[src/rtl/cache_mgmt_unit.sv]
// Cache management unit: direct-mapped, write-back, write-allocate data cache controller.
// Hits complete in the lookup cycle. Misses stall the CPU, write back a dirty victim word by word,
// then refill the line from memory over a cs/we/ack handshake.
module cache_mgmt_unit #(
  parameter int unsigned ADDR_BITS        = 32,
  parameter int unsigned WORD_BITS        = 32,
  parameter int unsigned WORD_BYTES_WIDTH = 2,
  parameter int unsigned LINE_WORDS_WIDTH = 2,
  parameter int unsigned LINE_NUM         = 64,
  localparam int unsigned INDEX_BITS      = $clog2(LINE_NUM),
  localparam int unsigned TAG_BITS        = ADDR_BITS - INDEX_BITS - LINE_WORDS_WIDTH - WORD_BYTES_WIDTH
) (
  input  logic                 clk,
  input  logic                 rst,
  // CPU side
  input  logic                 en_r,
  input  logic                 en_w,
  input  logic [ADDR_BITS-1:0] addr_rw,
  input  logic [WORD_BITS-1:0] data_w,
  output logic [WORD_BITS-1:0] data_r,
  output logic                 stall,
  // cache array side
  output logic [ADDR_BITS-1:0] cache_addr,
  output logic                 cache_store,
  output logic                 cache_edit,
  output logic [WORD_BITS-1:0] cache_din,
  input  logic                 cache_hit,
  input  logic                 cache_valid,
  input  logic                 cache_dirty,
  input  logic [TAG_BITS-1:0]  cache_tag,
  input  logic [WORD_BITS-1:0] cache_dout,
  // memory side
  output logic                 mem_cs_o,
  output logic                 mem_we_o,
  output logic [ADDR_BITS-1:0] mem_addr_o,
  output logic [WORD_BITS-1:0] mem_data_o,
  input  logic [WORD_BITS-1:0] mem_data_i,
  input  logic                 mem_ack_i
);

  localparam int unsigned OFFSET_BITS = LINE_WORDS_WIDTH + WORD_BYTES_WIDTH;

  typedef enum logic [1:0] {
    S_IDLE,
    S_BACK,
    S_FILL,
    S_WAIT
  } state_t;

  state_t                      state;
  logic [LINE_WORDS_WIDTH-1:0] wcnt;

  logic                        req;
  logic [TAG_BITS-1:0]         req_tag;
  logic [INDEX_BITS-1:0]       req_index;
  logic [ADDR_BITS-1:0]        req_word_addr;
  logic [ADDR_BITS-1:0]        victim_word_addr;
  logic                        word_last;

  // Decode the CPU request and form the per-word line addresses for the burst.
  always_comb begin
    req              = en_r | en_w;
    req_tag          = addr_rw[ADDR_BITS-1 -: TAG_BITS];
    req_index        = addr_rw[OFFSET_BITS +: INDEX_BITS];
    req_word_addr    = {req_tag, req_index, wcnt, {WORD_BYTES_WIDTH{1'b0}}};
    victim_word_addr = {cache_tag, req_index, wcnt, {WORD_BYTES_WIDTH{1'b0}}};
    word_last        = (wcnt == {LINE_WORDS_WIDTH{1'b1}});
  end

  // Miss-handling sequencer; word counter advances only on a memory ack.
  always_ff @(posedge clk) begin
    if (rst) begin
      state <= S_IDLE;
      wcnt  <= '0;
    end else begin
      case (state)
        S_IDLE: begin
          if (req && !cache_hit) begin
            state <= (cache_valid && cache_dirty) ? S_BACK : S_FILL;
            wcnt  <= '0;
          end
        end
        S_BACK: begin
          if (mem_ack_i) begin
            wcnt <= wcnt + LINE_WORDS_WIDTH'(1);
            if (word_last) state <= S_FILL;
          end
        end
        S_FILL: begin
          if (mem_ack_i) begin
            wcnt <= wcnt + LINE_WORDS_WIDTH'(1);
            if (word_last) state <= S_WAIT;
          end
        end
        S_WAIT: state <= S_IDLE;
        default: state <= S_IDLE;
      endcase
    end
  end

  // Array and memory strobes; all held constant within a state so memory sees stable requests.
  always_comb begin
    stall       = req & ~((state == S_IDLE) & cache_hit);
    data_r      = cache_dout;
    cache_addr  = addr_rw;
    cache_store = 1'b0;
    cache_edit  = 1'b0;
    cache_din   = data_w;
    mem_cs_o    = 1'b0;
    mem_we_o    = 1'b0;
    mem_addr_o  = req_word_addr;
    mem_data_o  = cache_dout;
    case (state)
      S_IDLE: cache_edit = en_w & cache_hit;
      S_BACK: begin
        cache_addr = req_word_addr;
        mem_cs_o   = 1'b1;
        mem_we_o   = 1'b1;
        mem_addr_o = victim_word_addr;
      end
      S_FILL: begin
        cache_addr  = req_word_addr;
        mem_cs_o    = 1'b1;
        cache_store = mem_ack_i;
        cache_din   = mem_data_i;
      end
      default: ;
    endcase
  end

endmodule

[config.mk]
export PLATFORM = sky130hd
export DESIGN_NAME = cache_mgmt_unit
export DESIGN_NICKNAME = d
export VERILOG_FILES = /design/src/rtl/cache_mgmt_unit.sv
export SDC_FILE = /design/constraint.sdc
export NUM_CORES = 1
export LEC_CHECK = 0
export ABC_AREA = 0
export CAP_MARGIN = 25
export CELL_PAD_IN_SITES_DETAIL_PLACEMENT = 1
export CELL_PAD_IN_SITES_GLOBAL_PLACEMENT = 1
export CORE_ASPECT_RATIO = 1.1
export CORE_MARGIN = 10
export CORE_UTILIZATION = 12
export DETAILED_ROUTE_END_ITERATION = 8
export GPL_ROUTABILITY_DRIVEN = 0
export PLACE_DENSITY = 0.79
export SLEW_MARGIN = 15
export SYNTH_ARGS = -nofsm -noshare
export SYNTH_HDL_FRONTEND = slang
export SYNTH_SLANG_ARGS = --single-unit
[constraint.sdc]
create_clock -name clk -period 2.1 [get_ports clk]
set_input_delay 0.42 -clock clk [delete_from_list [all_inputs] [get_ports clk]]
set_output_delay 0.42 -clock clk [all_outputs]
set_load 0.005 [all_outputs]
== Word level (Yosys, flattened, before mapping) ==
Cells that the tools add are included.
Storage, ports and cells
  bits in registers: 4
  input port bits: 158
Cells by class
  add/sub/neg operators: 1
  equality and inequality tests: 10
  muxes and demuxes: 17
  bitwise gates (word level): 5
  reductions and logical operators: 8
Operators by type and width (count)
  32-bit 2-to-1 mux: 2
  2-bit 2-to-1 mux: 8
  2-bit inequality test, second input constant: 5
  2-bit case mux with 4 select lines: 1
  2-bit == test, second input constant: 3
  5-bit AND reduction: 1
  1-bit 2-to-1 mux: 4
  4-bit 2-to-1 mux: 1
  2-bit case mux with 2 select lines: 1
  1-bit AND: 3
  3-bit AND reduction: 1
  2-bit by 1-bit adder with 2-bit output, second input constant: 1
  2-bit by 1-bit == test with 1-bit output, second input constant: 1
  1-bit logical AND: 2
  2-bit zero test: 1
  2-bit by 1-bit inequality test with 1-bit output, second input constant: 1
  2-bit nonzero test: 1
  2-bit OR reduction: 1
  1-bit zero test: 1
  1-bit inverter: 1
  1-bit OR: 1

== Logic depth before layout (Yosys ltp) ==
  word-level depth: 4
  gate-level depth with buffers: 6
  depth with buffers taken out: 5

== Least setup slack after synthesis ==
No wires, ideal clock.
  kind: register -> output
  start point: register state[0]
  end point: output port cache_din[0]
  arrival: 1220 ps
  data required time: 1680 ps
  setup slack: 460 ps
  cell stages (with the launch flop): 6
  path buffers: 2
  cells stage by stage: dfxtp_1 inv_1 ha_1 buf_2 buf_2 mux2_2
Between the ends
  cells in the longest elaborated chain, start to end: 2
RTL lines
  from (decl): line 50  | state_t state;
  from (signal assigned): line 79  | state <= (cache_valid && cache_dirty) ? S_BACK : S_FILL;
  2-bit == test: line 113  | case (state)
  32-bit 2-to-1 mux: line 113
  to (decl): line 26  | output logic [WORD_BITS-1:0] cache_din,
No other way between the ends.

== Worst setup path in the final report ==
  start point: register state[0]
  end point: output port cache_din[13]
Same word-level chain as after synthesis.

==> out/results.ini <==
[critical_path]
slowest_delay_ns = 0.37
crit_buf_inv = 3
required_ns = 1.68
crit_slowest_cell = mux2_2
crit_chain = inv_4 -> ha_4 -> buf_12 -> mux2_2 -> dlygate4sd2_1
arrival_ns = 1.64
reg2reg_depth = 7
critPathCaptureType = output pin
cp_top_family = buffers and inverters
cp_num_cells = 5
path_class = flip-flop to output pin
startpoint_type = flip-flop
cp_max_fo = 9

[power_and_ir_drop]
power_uw = 2440
ir_drop_uv = 326
p_per_area_mw_per_mm2 = 681
p_seq_share_pct = 5.2
p_int_uw = 1630
pwr-share-clk_pct = 12.1
combPwrFrac_pct = 82.7
power_switching_share_pct = 33.2
leakage_uw = 0.00144
p_sw_uw = 810

[synthesis]
synth-edff-count = 0
netlist_instances = 201
synthArstFlopShare_pct = 0
ys_seq_area_share_pct = 4.51
ys_types = 27
synth_area_sq_mm = 0.00178
avgSynthCellArea_sq_um = 8.84
yosys_warnings = 0
ys.flop_type = dfxtp_1
synth_seq_cells = 4

[cells_and_area]
fin_nets = 484
areaGrowthSynthToFinish_pct = 102
drive_gt1_share_pct = 31.6
fillers = 1639
design_area_sq_mm = 0.00359
diodes = 0

[placed_design]
place_area_sq_mm = 0.00337
portBuffers = 206
dp_hpwl_um = 9050

[drt]
drc = 0
wl_um = 10700
drt_iter0_drc = 22
via_per_inst = 3.57
antenna_left = 0
via_count = 1826
dr.pass1.iters = 4
wire_per_inst_um = 20.9

[run_status]
outcome = complete, no violations

[sta]
period_share_pct = 98.1
finalClockSkew_ns = 0.00253
finalMaxSlewViolations = 0
rsz0062_at_grt = yes
fmax_mhz = 486
setup_viol = 0
min_period_ns = 2.06
hold_viol_final = 0
fin_worst_hold_slack_ns = 0.591

[grt]
grt_usage_pct = 9.65
grt_max_degree = 17
antenna_found_initial = 0
grt_pass1_wl_um = 14600
grt_pass1_vias = 2189
grt_remaining_overflow = 0

[clock_tree]
cts.path.max_buffers = 2
clkSlewWorstSetupHoldPaths_ns = 0.03
root_buffer = clkbuf_16
cts_made_buffers = 3
htree_levels = 1
clk_latency_ns = 0.22
cts_hold_buf = 0
cts_sinks = 4
tritoncts = built

[min_path]
whs_path_depth = 2
hold_class = flip-flop to flip-flop

[floorplanning]
die_w_um = 136
num_rows = 46
initial_core_util_pct = 12.3
coreArea_sq_mm = 0.0144
dieArea_sq_mm = 0.0201
die_height_um = 148
io_pins = 323

[job]
maxCapViolCount = 0

==> through the flow <==
step / worst slack [ns] / TNS, ns / utilization (%) / std cells
finish: 0.0406 / 0 / 24.8 / 512
global route: -0.0126 / -0.0410 / 24.8 / 512
global placement: -0.0126 / -0.0176 / 23.3 / 500
detailed placement: -0.0640 / -0.422 / 23.3 / 500
CTS: -0.0618 / -1.15 / 25.0 / 512
floorplan: 0.460 / 0 / - / 202
==> sequential cells by signal (all words and copies together) (netlist names) <==
register	count
wcnt	2
state	2
==> cells in the mapped netlist, types with 2 or more instances <==
| library cell | instances | area [sq um] |
|---|---|---|
| buf_2 | 6 | 30.0 |
| inv_1 | 3 | 11.3 |
| nor2_1 | 3 | 11.3 |
| dfxtp_1 | 4 | 80.1 |
| ha_1 | 4 | 50.1 |
| buf_4 | 100 | 751 |
| mux2i_1 | 3 | 30.0 |
| mux2_2 | 57 | 642 |
| and2b_2 | 2 | 17.5 |
| and3_1 | 2 | 12.5 |
==> worst paths after layout <==
path | startpoint | to | slack [ns]
max | state[0] | cache_din[13] | 0.04
min | wcnt[1] | wcnt[1] | 0.59
max reg2reg | state[0] | state[1] | 0.51
min reg2reg | wcnt[1] | wcnt[1] | 0.59
==> layout by cell type, fill, tap and decap left out, types with 2 or more instances in the layout <==
cell and instances:
buf_6 3, and3_1 2, clkbuf_16 4, clkbuf_2 6, mux2_4 5, clkdlybuf4s50_1 146, dlygate4sd2_1 36, dfxtp_2 2
ha_4 3, mux2_2 53, buf_2 2, clkdlybuf4s15_2 2, buf_4 7, clkdlybuf4s15_1 11, inv_4 2, buf_16 3
conb_1 2, and2b_2 2, mux2i_1 3, dfxtp_1 2, nor2_1 3, buf_12 2, dlymetal6s2s_1 2
==> power by group through the flow <==
stage	registers (uW)	logic, uW	clock network [uW]
after global placement	111	1910	0
after CTS	124	2130	302
after floorplan	111	962	0
final	127	2020	295
after global routing	132	2180	306
after detailed placement	112	1940	0
==> tightest hold or removal path, cell delays in order, from the launching register on <==
cell and delay, ns:
dfxtp_1 0.32, or2b_2 0.17, mux2i_1 0.05
==> final cells by class <==
type	instances	area (sq um)	share of cell area (%)
Timing Repair Buffer	222	2220	62.0
Sequential cell	4	82.6	2.30
Clock buffer	3	75.1	2.09
Multi-Input combinational cell	88	950	26.5
Inverter	3	16.3	0.453
Tap cell	192	240	6.70
==> timing repair <==
action                     CTS  global route
hold endpoints to repair     0             0
gates resized for setup     87            33
cloned                       4             1
setup endpoints to repair   61            37
pin swaps                    1             0
setup buffers                5             1
==> kinds of logic (layout without fill, tap and decap cells) <==
kind of cell	Yosys count	in the layout	synth area share, %
compound gates	6	6	3.10
fa+ha+maj	4	4	2.82
buf+inv	110	228	45.2
flops	4	4	4.51
mux	61	61	38.7
other cells	1	2	0.211
simple gates	15	15	5.49
==> layer usage <==
metal  part of all wire, %  vias up  global-route usage, %  routed length [um]
li1                      -      806                      -                   -
met1                    34      804                   8.44                3600
met2                    51      200                   18.3                5450
met3                    14       16                   5.53                1530
met4                   1.3        0                   2.40                 140
met5                     0        -                      0                   0
No activity file was read; power rests on OpenSTA's default activity.
